<file path="src/rtl/redux_pkg.sv">
// Shared definitions for the Redux-V execution controller: opcodes, FSM
// state encoding and instruction field positions.
package redux_pkg;

    localparam int DATA_W_DEF = 8;
    localparam int NREGS_DEF  = 4;

    localparam logic [3:0] OP_NOT = 4'd0;
    localparam logic [3:0] OP_AND = 4'd1;
    localparam logic [3:0] OP_OR  = 4'd2;
    localparam logic [3:0] OP_XOR = 4'd3;
    localparam logic [3:0] OP_ADD = 4'd4;
    localparam logic [3:0] OP_SUB = 4'd5;
    localparam logic [3:0] OP_SLR = 4'd6;
    localparam logic [3:0] OP_SRR = 4'd7;
    localparam logic [3:0] OP_MUL = 4'd8;
    localparam logic [3:0] OP_ROL = 4'd9;
    localparam logic [3:0] OP_LDI = 4'd15;

    // Instruction byte layout: [7:4] opcode, [3:2] ra, [1:0] rb.
    localparam int OP_HI = 7;
    localparam int OP_LO = 4;
    localparam int RA_HI = 3;
    localparam int RA_LO = 2;
    localparam int RB_HI = 1;
    localparam int RB_LO = 0;

    typedef enum logic [2:0] {
        S_IDLE = 3'd0,
        S_EXEC = 3'd1,
        S_WB   = 3'd2,
        S_IMM  = 3'd3,
        S_ILL  = 3'd4
    } state_t;

    function automatic logic is_alu_op(input logic [3:0] op);
        return op <= OP_ROL;
    endfunction

endpackage

</file>
<file path="src/rtl/redux_regfile.sv">
// Register file: two combinational operand read ports, one combinational
// debug read port and a single synchronous write port, reset to zero.
module redux_regfile
    import redux_pkg::*;
#(
    parameter int  DATA_W = DATA_W_DEF,
    parameter int  NREGS  = NREGS_DEF,
    localparam int AW     = $clog2(NREGS)
) (
    input  logic              clk,
    input  logic              rst,
    input  logic [AW-1:0]     rd_a_addr,
    output logic [DATA_W-1:0] rd_a_data,
    input  logic [AW-1:0]     rd_b_addr,
    output logic [DATA_W-1:0] rd_b_data,
    input  logic [AW-1:0]     dbg_addr,
    output logic [DATA_W-1:0] dbg_data,
    input  logic              wr_en,
    input  logic [AW-1:0]     wr_addr,
    input  logic [DATA_W-1:0] wr_data
);

    logic [DATA_W-1:0] regs [NREGS];

    always_ff @(posedge clk) begin
        if (rst) begin
            for (int i = 0; i < NREGS; i++) begin
                regs[i] <= '0;
            end
        end else if (wr_en) begin
            regs[wr_addr] <= wr_data;
        end
    end

    // No write-through: a read of the register being written sees the old value.
    assign rd_a_data = regs[rd_a_addr];
    assign rd_b_data = regs[rd_b_addr];
    assign dbg_data  = regs[dbg_addr];

endmodule

</file>
<file path="src/rtl/redux_exec_ctrl.sv">
// Redux-V instruction issue: accepts instruction bytes, drives the external
// ULA from the register file and writes its result back into R[ra].
module redux_exec_ctrl
    import redux_pkg::*;
#(
    parameter int  DATA_W = DATA_W_DEF,
    parameter int  NREGS  = NREGS_DEF,
    localparam int AW     = $clog2(NREGS)
) (
    input  logic              clk,
    input  logic              rst,
    input  logic              instr_valid,
    input  logic [7:0]        instr,
    output logic              instr_ready,
    output logic [DATA_W-1:0] ula_a,
    output logic [DATA_W-1:0] ula_b,
    output logic [3:0]        ula_select,
    input  logic [DATA_W-1:0] ula_s,
    output logic              busy,
    output logic              done,
    output logic              zero,
    output logic              illegal,
    input  logic [AW-1:0]     dbg_addr,
    output logic [DATA_W-1:0] dbg_data
);

    state_t            state;
    logic [AW-1:0]     ra_q;
    logic [DATA_W-1:0] res_q;
    logic [DATA_W-1:0] rd_a;
    logic [DATA_W-1:0] rd_b;
    logic              accept;
    logic              wr_en;
    logic [DATA_W-1:0] wr_data;
    logic [3:0]        instr_op;
    logic [AW-1:0]     instr_ra;
    logic [AW-1:0]     instr_rb;

    assign instr_op = instr[OP_HI:OP_LO];
    assign instr_ra = instr[RA_HI:RA_LO];
    assign instr_rb = instr[RB_HI:RB_LO];

    // valid/ready: a byte moves on a rising edge where both are high; the
    // source must hold instr stable while instr_valid is high and not ready.
    assign instr_ready = ((state == S_IDLE) || (state == S_IMM)) && !rst;
    assign accept      = instr_valid && instr_ready;
    assign busy        = (state != S_IDLE);

    assign wr_en   = (state == S_WB) || ((state == S_IMM) && accept);
    assign wr_data = (state == S_WB) ? res_q : instr;

    redux_regfile #(
        .DATA_W (DATA_W),
        .NREGS  (NREGS)
    ) u_regfile (
        .clk       (clk),
        .rst       (rst),
        .rd_a_addr (instr_ra),
        .rd_a_data (rd_a),
        .rd_b_addr (instr_rb),
        .rd_b_data (rd_b),
        .dbg_addr  (dbg_addr),
        .dbg_data  (dbg_data),
        .wr_en     (wr_en),
        .wr_addr   (ra_q),
        .wr_data   (wr_data)
    );

    always_ff @(posedge clk) begin
        if (rst) begin
            state      <= S_IDLE;
            ra_q       <= '0;
            res_q      <= '0;
            ula_a      <= '0;
            ula_b      <= '0;
            ula_select <= '0;
            done       <= 1'b0;
            illegal    <= 1'b0;
            zero       <= 1'b0;
        end else begin
            done    <= 1'b0;
            illegal <= 1'b0;
            case (state)
                S_IDLE: begin
                    if (accept) begin
                        ra_q <= instr_ra;
                        if (is_alu_op(instr_op)) begin
                            // Operands are captured at issue so the ULA ports hold steady outside EXEC.
                            ula_a      <= rd_a;
                            ula_b      <= rd_b;
                            ula_select <= instr_op;
                            state      <= S_EXEC;
                        end else if (instr_op == OP_LDI) begin
                            state <= S_IMM;
                        end else begin
                            state <= S_ILL;
                        end
                    end
                end
                S_EXEC: begin
                    res_q <= ula_s;
                    state <= S_WB;
                end
                S_WB: begin
                    zero  <= (res_q == '0);
                    done  <= 1'b1;
                    state <= S_IDLE;
                end
                S_IMM: begin
                    if (accept) begin
                        done  <= 1'b1;
                        state <= S_IDLE;
                    end
                end
                S_ILL: begin
                    done    <= 1'b1;
                    illegal <= 1'b1;
                    state   <= S_IDLE;
                end
                default: state <= S_IDLE;
            endcase
        end
    end

endmodule

</file>
<file path="config.mk">
export PLATFORM = sky130hd
export DESIGN_NAME = redux_exec_ctrl
export DESIGN_NICKNAME = d
export VERILOG_FILES = /design/src/rtl/redux_pkg.sv /design/src/rtl/redux_regfile.sv /design/src/rtl/redux_exec_ctrl.sv
export SDC_FILE = /design/constraint.sdc
export NUM_CORES = 1
export LEC_CHECK = 0
export BUFFER_PORTS_ARGS = -buffer_cell sky130_fd_sc_hd__buf_2
export CAP_MARGIN = 25
export CORE_MARGIN = 1.5
export CORE_UTILIZATION = 40
export DETAILED_ROUTE_END_ITERATION = 6
export HOLD_SLACK_MARGIN = 0.02
export PLACE_DENSITY = 0.66
export RECOVER_POWER = 100
export SLEW_MARGIN = 20
export SYNTH_ARGS = -nofsm -noshare
export SYNTH_HDL_FRONTEND = slang
export SYNTH_HIERARCHICAL = 1
export SYNTH_SLANG_ARGS = --single-unit
</file>
<file path="constraint.sdc">
create_clock -name clk -period 2.27 [get_ports clk]
set_input_delay 0.1135 -clock clk [delete_from_list [all_inputs] [get_ports clk]]
set_output_delay 0.1135 -clock clk [all_outputs]
set_load 0.05 [all_outputs]
</file>
== Word level (Yosys, flattened, before mapping) ==
Memories as Yosys holds them, arrays and structs flattened. A register that Yosys moved wholly into a read port is not among the register bits.
Index checks and enable logic that the tools add are counted.

* Magnitude comparators: 1
* Equality and inequality tests: 7
* Mux-type cells: 17
* Reduce and logical (&&, ||, !) cells: 14

{| class="wikitable"
|+ Operators with widths
! operator !! number
|-
| $mux 8 || 2
|-
| $mux 3 || 4
|-
| $pmux 3 s3 || 1
|-
| $logic_not 8->1 || 1
|-
| $mux 1 || 8
|-
| $reduce_or 8->1 || 1
|-
| $eq 3x2->1 const B || 2
|-
| $eq 4x4->1 const B || 1
|-
| $le 4x4->1 const B || 1
|-
| $ne 2x2->1 const B || 2
|-
| $reduce_and 2->1 || 2
|-
| $eq 3x1->1 const B || 1
|-
| $eq 3x3->1 const B || 1
|-
| $logic_and 1x1->1 || 3
|-
| $logic_not 3->1 || 1
|-
| $reduce_and 3->1 || 1
|-
| $reduce_bool 3->1 || 1
|-
| $logic_or 1x1->1 || 2
|-
| $mux 2 || 1
|-
| $pmux 1 s2 || 1
|-
| $reduce_or 2->1 || 1
|-
| $logic_not 1->1 || 1
|}

* Register bits after elaboration: 20
* RAM bits: 32
* Bits of input ports: 21
* Output and inout bits: 33
* Word-level logic and storage cells: 47
* Memories: 1

{| class="wikitable"
|+ Memories
! name !! words !! width !! rd ports !! clocked after Yosys merged registers in !! write ports !! line !! text
|-
| u_regfile.regs || 4 || 8 || 3 || 2 || 4 || redux_regfile.sv:23 || <nowiki>logic [DATA_W-1:0] regs [NREGS];</nowiki>
|}

== Depth between registers and ports, before layout ==
* Depth in word-level cells: 11
* Gate-level depth with buffers: 5
* Depth with buffers taken out: 5

== Cells and area by module ==
Netlist, hierarchy kept.

{| class="wikitable"
|+ Modules (own cells, without submodules)
! module !! instances !! cells an instance !! area each (um2) !! sequential area each (um2)
|-
| redux_regfile || 1 || 104 || 1,868.0 || 960.9
|-
| redux_exec_ctrl || 1 || 147 || 1,609.0 || 720.7
|}

== Least setup slack after synthesis ==
No wires, ideal clock.

* Path type: register to register
* Start: reg state[0]
* End: mem u_regfile/regs[2][0] in the netlist's numbering (enable)
* Library setup time: 0.375 ns
* Arrival: 1.561 ns
* Path slack: 0.335 ns
* Cell stages (with the launch flop): 6
* Clock period less this slack: 1.935 ns
* Path through: dfxtp_1 -> buf_4 -> nor2b_1 -> nor3_1 -> nand2b_1 -> o21bai_1

{| class="wikitable"
|+ RTL lines
! element !! line !! text
|-
| from (decl) || redux_exec_ctrl.sv:27 || <nowiki>state_t state;</nowiki>
|-
| from (signal assigned) || redux_exec_ctrl.sv:71 || <nowiki>state <= S_IDLE;</nowiki>
|-
| from (signal assigned) || redux_exec_ctrl.sv:92 || <nowiki>state <= S_EXEC;</nowiki>
|-
| from (signal assigned) || redux_exec_ctrl.sv:94 || <nowiki>state <= S_IMM;</nowiki>
|-
| to (decl) || redux_regfile.sv:23 ||
|}

==> tab_implementation.tex <==
\begin{tabular}{lr}
\hline
Metric & Value \\
\hline
\multicolumn{2}{l}{\textbf{Route}} \\
\quad Post-detailed-route wirelength per cell & 16.58 um \\
\quad Via count & 2180 \\
\quad Router iterations before antenna repair & 4 \\
\quad Wire length reported by the detailed router & 7.015 mm \\
\quad Via-per-instance ratio & 5.154 \\
\quad Iteration-0 DRC Markers & 110 \\
\quad DRC violations left & 0 \\
\quad Antenna-violating nets left & 0 \\
\multicolumn{2}{l}{\textbf{Worst setup path}} \\
\quad Largest delay share family, worst path & flip-flops \\
\quad WS Path Type & reg2reg \\
\quad Max stage delay on crit path & 0.51 ns \\
\quad Maximum fanout encountered on the critical timing path & 8 \\
\quad Crit path buf inv count & 2 \\
\quad CP endpoint kind & flop \\
\quad CP required & 2.26 ns \\
\quad Setup crit start kind & flop \\
\quad Data arrival, critical path & 1.90 ns \\
\quad Critical Path, Cell by Cell & inv\_1 -> nor3\_1 -> clkbuf\_1 -> a31o\_1 \\
\quad Crit path max-delay cell type & dfxtp\_1 \\
\multicolumn{2}{l}{\textbf{Floorplanning}} \\
\quad Chip Height & 96.24 um \\
\quad Std-Cell Core Area & 8299 sq um \\
\quad Initial core utilization & 0.4190 \\
\quad Boundary Pins & 54 \\
\quad Horizontal die dimension & 96.24 um \\
\quad Full die area & 9261 sq um \\
\quad Row Count & 33 \\
\multicolumn{2}{l}{\textbf{Global routing}} \\
\quad Initial antenna violation count & 0 \\
\quad Global-route wire length before repair & 11.27 mm \\
\quad Largest net degree at the start of global routing & 46 \\
\quad Leftover overflow at the end of global routing & 0 \\
\quad Global Route Usage Sum & 0.1691 \\
\quad Number of global-route vias before repair & 2211 \\
\multicolumn{2}{l}{\textbf{Synth}} \\
\quad Area of the mapped netlist & 3477 sq um \\
\quad Register bit total from synthesis & 68 \\
\quad Synth Area in Compound Gates & 0.03670 \\
\quad Instance count of the mapped netlist & 251 \\
\quad Total of warnings raised by yosys & 6 \\
\quad Fraction of the yosys area taken by sequential cells & 0.4836 \\
\quad Unique cell type count in the Yosys netlist & 42 \\
\quad Syn Area/Cell & 13.85 sq um \\
\quad Multiplexer area fraction after synthesis & 0.2756 \\
\quad Largest family of logic cells by synthesized area & multiplexers \\
\quad Adder-cell share of the synthesized area & 0 \\
\quad Synthesized Nets & 272 \\
\quad Post-synthesis simple-gate area fraction & 0.1648 \\
\quad Post-synthesis xor/xnor area fraction & 0.002519 \\
\quad Most used flip-flop cell after synthesis & dfxtp\_1 \\
\quad Share of async-settable or async-resettable flops after synthesis & 0 \\
\quad Number of enable-type register cells in the synthesized netlist & 32 \\
\multicolumn{2}{l}{\textbf{Timing}} \\
\quad Relative slew slack & 0.5938 \\
\quad Pin slew with the least headroom to its limit & 0.6119 ns \\
\quad Worst Hold Margin & 0.05144 ns \\
\quad Final number of max-transition violations & 0 \\
\quad Crit path time final & 1.911 ns \\
\quad Maximum frequency from static timing analysis & 523.2 MHz \\
\quad Total of endpoints with negative setup slack in the final report & 0 \\
\quad Worst clock skew & 0.008726 ns \\
\quad Unrepaired setup endpoints after global routing & false \\
\quad Hold violation count in the final report & 0 \\
\quad Fraction of the cycle the final worst path needs & 0.8419 \\
\quad Post-route setup TNS & 0 ns \\
\multicolumn{2}{l}{\textbf{CTS}} \\
\quad Number of clock buffers inserted by TritonCTS & 9 \\
\quad Clock-pin slew reported for the worst setup and hold paths after clock tree synthesis & 0.07 ns \\
\quad Worst-skew pair later-pin latency & 0.35 ns \\
\quad Post-CTS repair timing setup buffer count & 0 \\
\quad Resized Gates After CTS & 0 \\
\quad Clock tree from TritonCTS & built \\
\quad CTS H-tree lvls & 3 \\
\quad CTS sink cnt & 68 \\
\quad Clock buffer depth & 2 \\
\quad Root buffer cell & clkbuf\_8 \\
\multicolumn{2}{l}{\textbf{Power}} \\
\quad Power per cell area & 722.4 nW/um\^{}2 \\
\quad Maximum vdd ir drop & 0.4080 mV \\
\quad Total leakage power & 1.501 nW \\
\multicolumn{2}{l}{\textbf{Placement}} \\
\quad Instance area at placement & 3810 sq um \\
\quad Port Buffers & 53 \\
\quad Routability congestion estimate from global placement & 0.7957 \\
\quad Post-detail-place hpwl & 4.749 mm \\
\multicolumn{2}{l}{\textbf{Finish}} \\
\quad Post-route standard cell area excluding fillers & 4024 sq um \\
\quad Final net count & 334 \\
\quad Antenna fix cells & 0 \\
\quad Fraction of final layout cells with drive strength greater than 1 & 0.2704 \\
\quad Layout overhead on the synthesized area & 15.73\% \\
\multicolumn{2}{l}{\textbf{Status}} \\
\quad Outcome & completed \\
\multicolumn{2}{l}{\textbf{Flow run}} \\
\quad Max-cap violations & 0 \\
\multicolumn{2}{l}{\textbf{Hold path}} \\
\quad Worst min-delay path class & in2reg \\
\hline
\end{tabular}
-- cell usage after synthesis (all sizes together), types with 2 or more instances --
master,count,area [sq um]
dfxtp,36,720.7
and2,32,210.2
edfxtp,32,960.9
mux2,27,337.8
mux4,24,540.5
nor2b,21,131.4
buf,10,82.57
nor2,9,33.78
mux2i,8,80.08
clkbuf,6,26.27
a21oi,5,25.02
inv,5,18.77
nor3,4,31.28
nor3b,3,22.52
a311oi,2,17.52
a31o,2,17.52
and3,2,12.51
and4bb,2,32.53
nand2b,2,12.51
nand3,2,22.52
nand3b,2,15.01
nor4,2,12.51
o21bai,2,15.01
-- cells by family after synthesis --
family | Yosys count
buffers and inverters | 21
AND/OR/NAND/NOR | 84
multiplexers | 59
XOR/XNOR | 1
flip-flops | 68
AO/OA/AOI/OAI | 18
-- worst register-to-register path: cells and delay by family, from the launching register on --
| kind | cells | cell delay (ns) |
|---|---|---|
| DFF | 1 | 0.51 |
| and+or+nand+nor | 1 | 0.20 |
| AOI/OAI and AO/OA | 1 | 0.49 |
| buffers and inverters | 2 | 0.35 |
-- flip-flops by register name, summed over array words and instances, names as in the netlist --
signal / cells
done: 1
illegal: 1
ra_q: 2
res_q: 8
state: 3
u_regfile/regs: 32
ula_a: 8
ula_b: 8
ula_select: 4
zero: 1
-- cells in the final DEF (no fill, tap or decap), drive strengths merged, types with 2 or more instances in the layout --
cell and n:
dlygate4sd3 8, nand3b 2, clkinvlp 2, dfxtp 36
nand3 2, nor3b 3, mux2 27, mux4 24
buf 24, clkinv 2, nor4 2, clkbuf 47
nor2 9, a311oi 2, and4bb 2, mux2i 8
o21bai 2, and2 32, inv 5, nor2b 21
a31o 2, and3 2, nor3 4, edfxtp 32
nand2b 2, a21oi 5
-- metrics by stage --
stage | power [mW] | worst slack (ns) | utilization | instances
after CTS | 2.968 | 0.5136 | 0.4957 | 423
after detailed placement | 1.892 | 0.5263 | 0.4591 | 399
after global routing | 3.029 | 0.2378 | 0.4848 | 423
after global placement | 1.884 | 0.5475 | 0.4591 | 399
final | 2.907 | 0.3588 | 0.4848 | 423
after floorplan | 1.780 | 0.3347 | - | 251
-- worst paths after layout --
path / end / startpoint / slack, ns / cells past startpoint
worst min-delay path: ula_select[0]$_SDFFE_PP0P_ / instr[4] / 0.05 / 2
worst max register to register: u_regfile/regs[1][0]$_SDFFCE_PN0P_ / state[1]$_SDFFE_PP0P_ / 0.36 / 4
worst min register to register: ula_select[3]$_SDFFE_PP0P_ / ula_select[3]$_SDFFE_PP0P_ / 0.47 / 2
worst max-delay path: u_regfile/regs[1][0]$_SDFFCE_PN0P_ / state[1]$_SDFFE_PP0P_ / 0.36 / 4
-- layer usage --
metal | share of wire | routed length, um | GRT usage | vias up
li1 | - | - | - | 1060
met1 | 0.45 | 3124 | 0.2077 | 1050
met2 | 0.48 | 3365 | 0.2746 | 58
met3 | 0.056 | 393 | 0.04818 | 12
met4 | 0.019 | 131 | 0.07721 | 0
met5 | 0 | 0 | 0 | -
-- report_power, final --
| part | switching (mW) | total, mW | internal, mW |
|---|---|---|---|
| clock network | 0.470 | 1.06 | 0.592 |
| logic | 0.290 | 0.458 | 0.168 |
| registers | 0.0451 | 1.39 | 1.34 |
-- layout make-up --
cell class	count	area [sq um]
inverters	5	18.77
clock buffers	12	198.9
repair buffers	67	341.6
fillers	781	4275
well taps	105	131.4
multi-input cells	162	1627
clock inverters	4	25.02
flip-flops and latches	68	1682
-- repair_timing --
action / 4_1_cts / 5_1_grt
hold buffers: 8 / 0
endpoints found under the hold margin: 8 / 0
setup endpoints to repair: 0 / 0
Power figures use the tool's default switching activity.
